--- src/rtl/alu_dispatch_unit.sv ---
// Pulls entries from an input FIFO, decodes the opcode and presents the operands
// to one of NUM_CH functional-unit channels over a one-hot valid/ready handshake.
module alu_dispatch_unit #(
   parameter int  DATA_SIZE    = 16,
   parameter int  ID_SIZE      = 8,
   parameter int  OP_SIZE      = 2,
   parameter int  NUM_CH       = 2,
   parameter int  ERR_CNT_SIZE = 8,
   localparam int FIFO_W       = 2*DATA_SIZE + ID_SIZE + OP_SIZE
) (
   input  logic                    clk,
   input  logic                    rst,
   input  logic [FIFO_W-1:0]       fifo_data,
   input  logic                    fifo_empty,
   output logic                    fifo_r_en,
   output logic [NUM_CH-1:0]       ch_valid,
   input  logic [NUM_CH-1:0]       ch_ready,
   output logic [DATA_SIZE-1:0]    opnd_0,
   output logic [DATA_SIZE-1:0]    opnd_1,
   output logic [ID_SIZE-1:0]      id_out,
   output logic                    illegal_op,
   output logic [ERR_CNT_SIZE-1:0] err_cnt,
   output logic                    busy
);

   typedef enum logic [1:0] {IDLE, LOAD, DISPATCH} state_t;

   state_t                  state_q, state_d;
   logic [NUM_CH-1:0]       chValid_q, chValid_d;
   logic [DATA_SIZE-1:0]    opnd0_q, opnd0_d;
   logic [DATA_SIZE-1:0]    opnd1_q, opnd1_d;
   logic [ID_SIZE-1:0]      id_q, id_d;
   logic                    illegal_q, illegal_d;
   logic [ERR_CNT_SIZE-1:0] errCnt_q, errCnt_d;
   logic                    armed_q;
   logic                    rdEn;

   logic [OP_SIZE-1:0]      entryOp;
   logic [ID_SIZE-1:0]      entryId;
   logic [DATA_SIZE-1:0]    entryData0;
   logic [DATA_SIZE-1:0]    entryData1;
   logic [NUM_CH-1:0]       opDecoded;
   logic                    opIllegal;
   logic                    handshake;

   assign entryOp    = fifo_data[OP_SIZE-1:0];
   assign entryId    = fifo_data[OP_SIZE +: ID_SIZE];
   assign entryData0 = fifo_data[OP_SIZE+ID_SIZE +: DATA_SIZE];
   assign entryData1 = fifo_data[OP_SIZE+ID_SIZE+DATA_SIZE +: DATA_SIZE];

   // Opcode k in 1..NUM_CH selects channel k-1; 0 is a NOP and anything above NUM_CH is illegal.
   always_comb begin
      opDecoded = '0;
      for (int k = 0; k < NUM_CH; k++) begin
         if (int'(entryOp) == k + 1) begin
            opDecoded[k] = 1'b1;
         end
      end
   end

   assign opIllegal = int'(entryOp) > NUM_CH;
   assign handshake = |(chValid_q & ch_ready);

   // Next-state and datapath decisions; the read strobe is the only combinational output.
   always_comb begin
      state_d   = state_q;
      chValid_d = chValid_q;
      opnd0_d   = opnd0_q;
      opnd1_d   = opnd1_q;
      id_d      = id_q;
      illegal_d = 1'b0;
      errCnt_d  = errCnt_q;
      rdEn      = 1'b0;

      case (state_q)
         IDLE: begin
            if (armed_q && !fifo_empty) begin
               rdEn    = 1'b1;
               state_d = LOAD;
            end
         end

         LOAD: begin
            opnd0_d = entryData0;
            opnd1_d = entryData1;
            id_d    = entryId;
            if (opDecoded != '0) begin
               chValid_d = opDecoded;
               state_d   = DISPATCH;
            end else begin
               if (opIllegal) begin
                  illegal_d = 1'b1;
                  if (errCnt_q != '1) begin
                     errCnt_d = errCnt_q + 1'b1;
                  end
               end
               state_d = IDLE;
            end
         end

         DISPATCH: begin
            if (handshake) begin
               chValid_d = '0;
               if (!fifo_empty) begin
                  rdEn    = 1'b1;
                  state_d = LOAD;
               end else begin
                  state_d = IDLE;
               end
            end
         end

         default: begin
            chValid_d = '0;
            state_d   = IDLE;
         end
      endcase
   end

   // armed_q holds off the first FIFO read until a clock edge has seen reset released.
   always_ff @(posedge clk or posedge rst) begin
      if (rst) begin
         state_q   <= IDLE;
         chValid_q <= '0;
         opnd0_q   <= '0;
         opnd1_q   <= '0;
         id_q      <= '0;
         illegal_q <= 1'b0;
         errCnt_q  <= '0;
         armed_q   <= 1'b0;
      end else begin
         state_q   <= state_d;
         chValid_q <= chValid_d;
         opnd0_q   <= opnd0_d;
         opnd1_q   <= opnd1_d;
         id_q      <= id_d;
         illegal_q <= illegal_d;
         errCnt_q  <= errCnt_d;
         armed_q   <= 1'b1;
      end
   end

   assign fifo_r_en  = rdEn;
   assign ch_valid   = chValid_q;
   assign opnd_0     = opnd0_q;
   assign opnd_1     = opnd1_q;
   assign id_out     = id_q;
   assign illegal_op = illegal_q;
   assign err_cnt    = errCnt_q;
   assign busy       = (state_q != IDLE);

endmodule

--- config.mk ---
export PLATFORM = sky130hd
export DESIGN_NAME = alu_dispatch_unit
export DESIGN_NICKNAME = d
export VERILOG_FILES = /design/src/rtl/alu_dispatch_unit.sv
export SDC_FILE = /design/constraint.sdc
export NUM_CORES = 1
export LEC_CHECK = 0
export CAP_MARGIN = 20
export CORE_MARGIN = 10
export CORE_UTILIZATION = 41
export DETAILED_ROUTE_END_ITERATION = 6
export PLACE_DENSITY = 0.79
export SLEW_MARGIN = 20
export SYNTH_ARGS = -nofsm -noshare
export SYNTH_HDL_FRONTEND = slang
export SYNTH_SLANG_ARGS = --single-unit
export TNS_END_PERCENT = 100
--- constraint.sdc ---
create_clock -name clk -period 2.3 [get_ports clk]
set_input_delay 0.46 -clock clk [delete_from_list [all_inputs] [get_ports clk]]
set_output_delay 0.46 -clock clk [all_outputs]
set_load 0.005 [all_outputs]
==> qor.yml, run 1 <==
status: "completed"
worstPathRequired_ns: 1.84
hpwl_um: 4260
syn_inst: 150
synthFlopType: "dfrtp_1"
setup_viol: 0
core_sq_um: 5170
powerDensity_nw_per_um2: 1120
yosysSeqAreaShare_pct: 61.2
holdPathStages: 1
drt_iter0_drc: 23
slowest_delay_ns: 0.45
synth-seq-cells: 54
postSynthAreaPerCell_sq_um: 14.7
wirelength_um: 5420
nets: 307
slew_headroom_pct: 58.4
multi_input_area_sq_um: 793
worst_slack_ns: 0.182
vias: 1536
rsz0062_at_grt: "false"
rows: 26
min_path_type: "flop to flop"
gp_congestion: 0.739
num_antenna_cells: 0
cap_violations: 0
first_global_vias: 1577
crit_chain: "clkdlybuf4s50_1 > nand2_1 > and3_1 > nor4_1 > dlygate4sd2_1"
clk_pin_slew_ns: 0.09
synth.distinct_cells: 28
min_from: "opnd_0[12]"
setup_tns_ns: 0
p_leak_nw: 1.44
grt_overflow_total: 0
fp.dieH_um: 93.4
die-area_sq_um: 8720
initial_utilization_pct: 42.7
clock.fmax_ghz: 0.472
slowest_stage: "clkdlybuf4s50_1"
hold_violations: 0
cts_root_buf: "clkbuf_8"
htree_levels: 2
netlist_area_sq_um: 2210
die_w_um: 93.4
peakVddDrop_mv: 0.557
seq_area_sq_um: 1350
antenna_found_initial: 0
max-clock-path-buffers: 2
drc: 0
cp_max_fo: 2
final_antenna_net_count: 0
startpoint_type: "primary input"
grt_start_max_net_pins: 41
grt_pass1_wl_um: 8600
ios: 100
tightest_slew_ns: 0.624
areaGrowthSynthToFinish_pct: 53.6
arrival_ns: 1.66
place_ws_ns: -0.141
numClockSinks: 54
cts_tree: "built"
synthArstFlopShare_pct: 100
clk-insertion-delay-late_ns: 0.30
ys_warn_count: 0
synth_edf_count: 0
finalMaxSlewViolations: 0
worstSetupPathType: "primary input to primary output"
reg2reg_depth: 3
syn_nets: 201
endpoint_kind: "primary output"
finClkSkew_ns: 0.00591
period_share_pct: 92.1
cts-hold-fix-buffers: 0
fillerInstances: 396
port_buffers: 99
dr.pass1.iters: 2
wl_per_cell_um: 16.6
cp-startpoint: "ch_ready[1]"
cts_buffers: 5
layout-drive-gt1-share_pct: 8.56
rr_startpoint: "state_q[1]"
viasPerCell: 4.70
post-route-min-period_ns: 2.12
grt_use_total_pct: 12.5
[per-layer routing]
metal	share of wire, %	GRT usage (%)
met1	45	15.3
met2	46	20.3
met3	7.9	4.72
met4	0.98	3.08
met5	0	0
[through the flow]
| stage | instances | power [mW] | hold slack, ns | instance area [sq um] | utilization, % |
|---|---|---|---|---|---|
| 2_1_floorplan | 150 | 2.17 | 0.481 | 2210 | - |
| 3_3_place_gp | 319 | 3.20 | 0.467 | 3280 | 63.5 |
| 3_5_place_dp | 319 | 3.25 | 0.474 | 3280 | 63.5 |
| 4_1_cts | 327 | 3.87 | 0.495 | 3390 | 65.6 |
| 5_1_grt | 327 | 4.05 | 0.505 | 3390 | 65.6 |
| 6_report | 327 | 3.80 | 0.490 | 3390 | 65.6 |
[state kept, by name (all words and copies together), names as in the netlist]
name and flops:
opnd_1 16, state_q 2, opnd_0 16, id_out 8, armed_q 1, illegal_op 1, err_cnt 8, ch_valid 2
[path summary, 6_finish.rpt]
path / slack (ns) / to
max in group asynchronous: 1.24 / opnd_0[11]
max reg2reg: 0.58 / opnd_0[11]
min: 0.49 / opnd_0[12]
min reg2reg: 0.49 / opnd_0[12]
max: 0.18 / fifo_r_en
min in group asynchronous: 0.52 / opnd_1[1]
[worst max-delay path, delay by kind of cell]
family | cells | cell delay [ns]
buf+inv | 2 | 0.73
simple gates | 3 | 0.46
[layout make-up]
type	instances	area share [%]
Inverter	5	0.553
Sequential cell	54	39.8
Tap cell	70	2.58
Clock buffer	5	2.03
Multi-Input combinational cell	87	23.4
Timing Repair Buffer	103	30.4
Clock inverter	3	1.18
[Yosys cell counts (2+ instances only)]
| cell | n | area (sq um) |
|---|---|---|
| a21oi_1 | 2 | 10.0 |
| and3_1 | 3 | 18.8 |
| buf_6 | 4 | 45.0 |
| dfrtp_1 | 54 | 1350 |
| ha_1 | 4 | 50.1 |
| inv_1 | 4 | 15.0 |
| mux2_1 | 41 | 462 |
| mux2_4 | 2 | 30.0 |
| nand2_1 | 7 | 26.3 |
| nand3_1 | 3 | 15.0 |
| nor2_2 | 2 | 12.5 |
| nor2b_1 | 2 | 12.5 |
| nor4_1 | 2 | 12.5 |
| o21ai_1 | 3 | 15.0 |
| xnor2_1 | 4 | 35.0 |
[cells in the final DEF, fill, tap and decap left out]
master and instances:
inv_2 2, clkinv_2 2, o21ai_1 3, nand2b_1 1, dfrtp_1 54, nor4_1 2, conb_1 1, nand3b_2 1
and2b_4 1, o21ai_0 1, or2_1 1, and3_1 3, inv_1 3, clkdlybuf4s50_1 98, buf_12 1, xnor2_1 4
a32o_1 1, mux2i_1 1, bufinv_16 1, mux2_1 41, nand3_2 1, nand2_1 7, nor2b_1 2, o2111ai_1 1
o21ai_2 1, nor2_1 1, nor2_2 2, dlygate4sd2_1 1, a21oi_1 2, buf_4 3, mux2_4 2, ha_1 4
nand3_1 3, clkbuf_8 5
[cell families after synthesis]
group,Yosys count,synth area share [%]
AOI/OAI and AO/OA,9,2.61
xor gates and xnor gates,4,1.59
adders and majority gates,4,2.27
buffers and inverters,9,2.89
DFF,54,61.2
muxes,44,22.7
other,1,0.170
and+or+nand+nor,25,6.57
[report_power, final]
| group | switching [mW] | internal, mW | total (mW) |
|---|---|---|---|
| registers | 0.203 | 1.36 | 1.56 |
| clock network | 0.298 | 0.321 | 0.619 |
| logic | 0.540 | 1.08 | 1.62 |
[what timing repair did]
item,CTS,global route
setup endpoints to repair,1,0
setup buffers,0,0
hold endpoints to repair,0,0
resized for setup,1,0
No activity file was read; power rests on OpenSTA's default activity.
==> inputs of run 2 (changes only) <==
- SETUP_SLACK_MARGIN: not set -> 0.02
==> results of run 2 <==
The final DEF is identical to that of run 1; final timing and power are the same.
==> inputs of run 3 (changes only) <==
- CORE_MARGIN: 10 -> 3
==> qor.yml, run 3 (same netlist as run 1, synthesis figures left out) <==
core_sq_um: 5170
worstSetupPathType: "primary input to primary output"
rsz0062_at_grt: "false"
seq_area_sq_um: 1350
slowest_stage: "clkdlybuf4s50_1"
arrival_ns: 1.65
period_share_pct: 91.6
initial_utilization_pct: 42.7
grt_use_total_pct: 15.4
areaGrowthSynthToFinish_pct: 53.4
drt_iter0_drc: 53
reg2reg_depth: 3
grt_start_max_net_pins: 41
worstSetupPathDepth: 5
p_leak_nw: 1.43
setup_tns_ns: 0
cp_top_family: "buffers and inverters"
nets: 307
cts-hold-fix-buffers: 0
endpoint_kind: "primary output"
cts_buffers: 5
clk-insertion-delay-late_ns: 0.30
dr.pass1.iters: 4
die_w_um: 79.4
crit_chain: "clkdlybuf4s50_1 > nand2_1 > and3_1 > nor4_1 > dlygate4sd2_1"
fp.dieH_um: 79.4
slowest_delay_ns: 0.46
ios: 100
tightest_slew_ns: 0.592
max-clock-path-buffers: 2
hold_violations: 0
fillerInstances: 387
cts_tree: "built"
hpwl_um: 3700
first_global_vias: 1538
dpl_cell_area_sq_um: 3280
layout_common_cells: "clkdlybuf4s50_1 (98), dfrtp_1 (54), mux2_1 (41)"
postLayoutCellArea_sq_um: 3390
worstPathRequired_ns: 1.84
cts-resized-gates: 1
rows: 26
viasPerCell: 4.70
startpoint_type: "primary input"
numClockSinks: 54
cts_root_buf: "clkbuf_8"
post-route-min-period_ns: 2.11
hold_slack_ns: 0.444
cap_violations: 0
cp_max_fo: 2
wl_per_cell_um: 14.4
gp_congestion: 0.749
setup_viol: 0
finClkSkew_ns: 0.00893
layout-drive-gt1-share_pct: 8.56
mostFrequentLayoutCell: "clkdlybuf4s50_1"
grt_overflow_total: 0
status: "completed"
peakVddDrop_mv: 0.461
final_antenna_net_count: 0
min_path_type: "primary input to async pin"
grt_pass1_wl_um: 7440
clk_pin_slew_ns: 0.09
powerDensity_nw_per_um2: 1100
port_buffers: 99
drc: 0
wirelength_um: 4710
cp_num_buf_inv: 2
num_antenna_cells: 0
r2r_setup_slack_ns: 0.63
htree_levels: 2
vias: 1538
antenna_found_initial: 0
postCtsSetupBuffers: 0
slew_headroom_pct: 60.5
clock.fmax_ghz: 0.475
finalMaxSlewViolations: 0
die-area_sq_um: 6300
multi_input_area_sq_um: 793
postLayoutCoreUtil_pct: 65.5
==> run 3: worst paths after layout <==
check	from	to
max	ch_ready[1]	fifo_r_en
min	rst	opnd_0[8]
max reg2reg	state_q[1]	opnd_0[11]
min reg2reg	opnd_1[11]	opnd_1[11]
max in group asynchronous	rst	opnd_0[7]
min in group clk	opnd_1[11]	opnd_1[11]
==> run 3: final cells by class <==
type | count | share of cell area, %
inverters | 5 | 0.554
clock inverters | 1 | 0.258
repair buffers | 103 | 30.5
flip-flops and latches | 54 | 39.9
clock buffers | 7 | 2.84
well taps | 70 | 2.58
multi-input cells | 87 | 23.4
==> run 3: where the power goes <==
group	switching (mW)	total [mW]	internal, mW
logic	0.501	1.58	1.07
registers	0.217	1.58	1.36
clock network	0.288	0.564	0.276
==> run 3: metal layers <==
layer	vias to the layer above	share of wire (%)	track usage [%]
li1	733	-	-
met1	734	44	20.2
met2	66	46	24.2
met3	5	9.0	4.63
met4	0	1.2	5.67
met5	-	0	0
==> run 3: per-stage QoR <==
step                      cells  setup slack [ns]  power, mW
after floorplan             150             0.525       2.17
after global placement      319           -0.0785       3.16
after detailed placement    319            -0.103       3.21
after CTS                   327             0.180       3.77
after global routing        327            0.0789       3.96
final                       327             0.193       3.71
